[src/rtl/enemy_fire_scheduler.sv]
// Round-robin enemy fire scheduler: one shot opportunity per cooldown window,
// shared fairly among the enemies that are alive and have no bullet in flight.
module enemy_fire_scheduler #(
    parameter int unsigned N_ENEMY       = 7,
    parameter int unsigned COOLDOWN      = 15,
    parameter int unsigned BOSS_COOLDOWN = 8
) (
    input  logic               clk_30hz,
    input  logic               RST,
    input  logic               enable,
    input  logic [N_ENEMY-1:0] alive,
    input  logic [N_ENEMY-1:0] bullet_busy,
    input  logic               bossActive,
    output logic [N_ENEMY-1:0] fire_grant,
    output logic [2:0]         last_grant,
    output logic [4:0]         cooldown,
    output logic [7:0]         shots_fired
);

    localparam int unsigned IDX_W = 3;
    localparam int unsigned CD_W  = 5;
    localparam int unsigned SH_W  = 8;

    localparam logic [1:0] S_IDLE = 2'd0;
    localparam logic [1:0] S_COOL = 2'd1;
    localparam logic [1:0] S_ARB  = 2'd2;
    localparam logic [1:0] S_FIRE = 2'd3;

    logic [1:0]         state_q,      state_d;
    logic [N_ENEMY-1:0] fire_grant_q, fire_grant_d;
    logic [IDX_W-1:0]   last_grant_q, last_grant_d;
    logic [CD_W-1:0]    cooldown_q,   cooldown_d;
    logic [SH_W-1:0]    shots_q,      shots_d;

    logic [N_ENEMY-1:0] cand;
    logic               found;
    logic [IDX_W-1:0]   winner;
    logic [IDX_W-1:0]   idx;
    logic [CD_W-1:0]    reload;

    assign reload = bossActive ? CD_W'(BOSS_COOLDOWN) : CD_W'(COOLDOWN);

    // Round-robin search starting just after the last winner; last winner checked last.
    always_comb begin
        cand   = alive & ~bullet_busy;
        found  = 1'b0;
        winner = '0;
        idx    = '0;
        for (int unsigned k = 1; k <= N_ENEMY; k++) begin
            idx = IDX_W'((32'(last_grant_q) + k) % N_ENEMY);
            if (!found && cand[idx]) begin
                found  = 1'b1;
                winner = idx;
            end
        end
    end

    always_comb begin
        state_d      = state_q;
        fire_grant_d = '0;
        last_grant_d = last_grant_q;
        cooldown_d   = cooldown_q;
        shots_d      = shots_q;
        case (state_q)
            S_IDLE: begin
                if (enable) begin
                    state_d    = S_COOL;
                    cooldown_d = reload;
                end
            end
            S_COOL: begin
                if (!enable) begin
                    state_d    = S_IDLE;
                    cooldown_d = '0;
                end else if (cooldown_q == CD_W'(1)) begin
                    state_d    = S_ARB;
                    cooldown_d = '0;
                end else begin
                    cooldown_d = cooldown_q - CD_W'(1);
                end
            end
            S_ARB: begin
                if (!enable) begin
                    state_d = S_IDLE;
                end else if (found) begin
                    state_d              = S_FIRE;
                    fire_grant_d[winner] = 1'b1;
                    last_grant_d         = winner;
                    shots_d              = (shots_q == '1) ? shots_q : shots_q + SH_W'(1);
                end
            end
            S_FIRE: begin
                if (enable) begin
                    state_d    = S_COOL;
                    cooldown_d = reload;
                end else begin
                    state_d    = S_IDLE;
                    cooldown_d = '0;
                end
            end
            default: begin
                state_d = S_IDLE;
            end
        endcase
    end

    always_ff @(posedge clk_30hz) begin
        if (RST) begin
            state_q      <= S_IDLE;
            fire_grant_q <= '0;
            last_grant_q <= IDX_W'(N_ENEMY - 1);
            cooldown_q   <= '0;
            shots_q      <= '0;
        end else begin
            state_q      <= state_d;
            fire_grant_q <= fire_grant_d;
            last_grant_q <= last_grant_d;
            cooldown_q   <= cooldown_d;
            shots_q      <= shots_d;
        end
    end

    assign fire_grant  = fire_grant_q;
    assign last_grant  = last_grant_q;
    assign cooldown    = cooldown_q;
    assign shots_fired = shots_q;

endmodule

[config.mk]
export PLATFORM = sky130hd
export DESIGN_NAME = enemy_fire_scheduler
export DESIGN_NICKNAME = d
export VERILOG_FILES = /design/src/rtl/enemy_fire_scheduler.sv
export SDC_FILE = /design/constraint.sdc
export NUM_CORES = 1
export LEC_CHECK = 0
export BUFFER_PORTS_ARGS = -buffer_cell sky130_fd_sc_hd__buf_2
export CAP_MARGIN = 20
export CELL_PAD_IN_SITES_DETAIL_PLACEMENT = 0
export CELL_PAD_IN_SITES_GLOBAL_PLACEMENT = 1
export CORE_AREA = 2 2 71 140
export DETAILED_ROUTE_END_ITERATION = 12
export DIE_AREA = 0 0 73 142
export PLACE_DENSITY_LB_ADDON = 0.3
export SLEW_MARGIN = 20
export SYNTH_ARGS = -nofsm -noshare
export SYNTH_HDL_FRONTEND = slang
export SYNTH_SLANG_ARGS = --single-unit
export TNS_END_PERCENT = 100
[constraint.sdc]
create_clock -name clk_30hz -period 5.1 [get_ports clk_30hz]
set_clock_uncertainty 0.1 [all_clocks]
set_input_delay 1.02 -clock clk_30hz [delete_from_list [all_inputs] [get_ports clk_30hz]]
set_output_delay 1.02 -clock clk_30hz [all_outputs]
set_load 0.005 [all_outputs]
==> flow_metrics.env <==
export IMPL_wl_per_cell_microns=21.1
export IMPL_cts_tree="done"
export IMPL_drive_above_1_share=0.173
export IMPL_holdCritStartpoint="shots_fired[6]"
export IMPL_synth_top_area_cell="dfxtp_1"
export IMPL_fin_tns_setup_ps=0
export IMPL_multi_input_area_sq_um=2940
export IMPL_final_setup_viol_count=0
export IMPL_area_growth_synth_to_final_pct=11.2
export IMPL_netlist_instances=494
export IMPL_reg2reg_from="last_grant[1]"
export IMPL_nets=563
export IMPL_hold_viol=0
export IMPL_root_buffer="clkbuf_16"
export IMPL_path_clk_slew_ps=70
export IMPL_gr_total_overflow=0
export IMPL_ys_flop_type="dfxtp_1"
export IMPL_start_kind="register"
export IMPL_drtIter0Drc=325
export IMPL_synth_avg_cell_area_sq_um=7.38
export IMPL_slew_headroom=0.307
export IMPL_place_ws_ps=264
export IMPL_cap_violations=0
export IMPL_min_period_ps=4730
export IMPL_syn_area_sq_um=3640
export IMPL_cp_startpoint="last_grant[1]"
export IMPL_dp_hpwl_mm=10.3
export IMPL_min_period_over_period=0.928
export IMPL_drc=0
export IMPL_grt_usage=0.258
export IMPL_crit_type="reg -> reg"
export IMPL_cts_sinks=25
export IMPL_die_w_microns=73
export IMPL_grt_met1_usage=0.262
export IMPL_io_buffers=40
export IMPL_path_cells="inv_1 -> ha_1 -> buf_4 -> ha_1 -> ha_1 -> nor2_1 -> or4_1 -> o32a_1 -> and4b_1 -> a2111oi_2 -> o211ai_1 -> a211oi_1 -> nor3_2 -> and4b_1"
export IMPL_dp_cells=620
export IMPL_drtPass1Iterations=4
export IMPL_synth_commonest_cells="nor2_1 (45), a21oi_1 (32), nand2_1 (30)"
export IMPL_fill_cells=966
export IMPL_cp_slowest_stage_delay_ps=550
export IMPL_cp_arrival_ps=4840
export IMPL_numCtsBuffers=3
export IMPL_synthDistinctLibCells=78
export IMPL_antenna_found_initial=0
export IMPL_synthArstFlopShare=0
export IMPL_r2r_slack_ps=370
export IMPL_grt_max_degree=37
export IMPL_fmax_ghz=0.211
export IMPL_grt_pass1_wl_mm=20.4
export IMPL_worst_slew_pin_slew_ps=1030
export IMPL_dieArea_sq_um=10400
export IMPL_via_per_inst=6.47
export IMPL_cts_max_level=1
export IMPL_cp_common_cell="ha_1"
export IMPL_syn_num_nets=536
export IMPL_rows=50
export IMPL_grt_use_met2=0.481
export IMPL_synth_area_leaders="dfxtp_1 (14%), ha_1 (8.2%), nor2_1 (4.6%), a21oi_1 (4.4%), mux2i_1 (4.1%)"
export IMPL_vias=4036
export IMPL_gp_congestion=1.03
export IMPL_rr_endpoint="fire_grant[2]"
export IMPL_yosysMostFrequentCell="nor2_1"
export IMPL_seq_area_frac_synth=0.137
export IMPL_p_leak_uw=0.00167
export IMPL_clk_latency_ps=270
export IMPL_slowest_stage="or4_1"
export IMPL_holdPathEnd="shots_fired[6]"
export IMPL_start_util=0.391
export IMPL_ant_nets=0
export IMPL_num_antenna_cells=0
export IMPL_status="complete, no violations"
export IMPL_synth_top_cell_area_share=0.137
export IMPL_finalNonFillerCells=624
export IMPL_critPathCaptureType="register"
export IMPL_final_core_util=0.435
export IMPL_vdd_drop_max_mv=0.213
export IMPL_die_h_microns=142
export IMPL_hold_depth=2
export IMPL_hold_worst_slack_ps=423
export IMPL_fin_ws_ps=367
export IMPL_ys_seq_elements=25
export IMPL_grt_util_met3=0.0135
export IMPL_core_area_sq_um=9320
export IMPL_p_per_area_nw_per_um2=124
export IMPL_synth_edff_count=0
export IMPL_grt_pass1_vias=3872
export IMPL_ff_latch_area_sq_um=500
export IMPL_path_max_fanout=18
export IMPL_hp_class="reg -> reg"
export IMPL_io_pin_count=41
export IMPL_drt_total_wl_mm=13.2
export IMPL_finalMaxSlewViolations=0
export IMPL_hold_buffers=0
export IMPL_busiest_layer="met2"
export IMPL_required_ps=5200
export IMPL_ctsLongestPathBuffers=2
export IMPL_post_cts_buffers=0
export IMPL_ys_warn_count=0
export IMPL_rsz0062_at_grt="yes"
export IMPL_rr_worst_depth=14
## layer usage
metal	share of wire	routed length [microns]	up-vias
met1	0.35	4590	1953
met3	0.019	254	45
met5	0	0	-
met4	0.069	908	0
met2	0.56	7410	98
li1	-	-	1940
## critical path, delay by kind of cell, from the launching register on
kind,cells,cell delay [ps]
AO/OA/AOI/OAI,4,1390
adder cells (fa/ha/maj),3,930
buffers and inverters,2,400
flip-flops,1,440
AND/OR/NAND/NOR,5,1410
## state kept, by name, summed over array words and instances, names as in the netlist
register,flops
cooldown,5
fire_grant,7
shots_fired,8
last_grant,3
state_q,2
## cell families (layout without fill, tap and decap cells)
group	after synthesis	in the layout	synth area share
buf+inv	55	81	0.0615
flops	25	25	0.137
simple gates	194	194	0.299
mux	22	22	0.0690
xor+xnor	14	14	0.0388
compound gates	160	160	0.312
fa+ha+maj	24	24	0.0824
## stage by stage
stage          instance area (sq um)  total power (uW)
2_1_floorplan                   3640               285
3_3_place_gp                    3950               320
3_5_place_dp                    3950               321
4_1_cts                         4030               504
5_1_grt                         4050               523
6_report                        4050               501
## worst max path at each step
stage                     to  slack (ps)  cells after the start
6_report       fire_grant[2]         370                     14
5_1_grt        fire_grant[2]         -20                     16
4_1_cts        fire_grant[2]         230                     16
3_5_place_dp   fire_grant[2]         260                     16
3_3_place_gp   fire_grant[3]         380                     14
2_1_floorplan  fire_grant[4]          30                     21
## placed cells by master, fill, tap and decap left out, types with 9 or more instances in the layout
cell type,instances
dfxtp_1,25
nand2b_1,16
nor2b_1,16
a211oi_1,10
buf_4,15
nand2_1,30
o21ai_0,24
nor2_1,45
mux2i_1,15
nor3_1,13
inv_1,21
a31oi_1,9
nand3_1,11
a21oi_1,32
or3_1,11
buf_2,40
xnor2_1,11
ha_1,24
## area by class of cell
type | instances | share of cell area
Tap cell | 104 | 0.0321
Clock inverter | 1 | 0.00185
Clock buffer | 3 | 0.0185
Inverter | 22 | 0.0210
Sequential cell | 25 | 0.124
Multi-Input combinational cell | 414 | 0.726
Timing Repair Buffer | 55 | 0.0772
## where the power goes
| part | internal, uW | switching, uW | leakage [uW] | total [uW] |
|---|---|---|---|---|
| sequential | 199 | 4.85 | 0.000203 | 203 |
| clock | 107 | 74.0 | 0.0000371 | 181 |
| combinational | 46.5 | 70.4 | 0.00143 | 117 |
## what timing repair did
item | in CTS | in global routing
resized for setup | 0 | 4
endpoints found under the setup margin | 0 | 10
endpoints found under the hold margin | 0 | 0
Power figures use the tool's default switching activity.
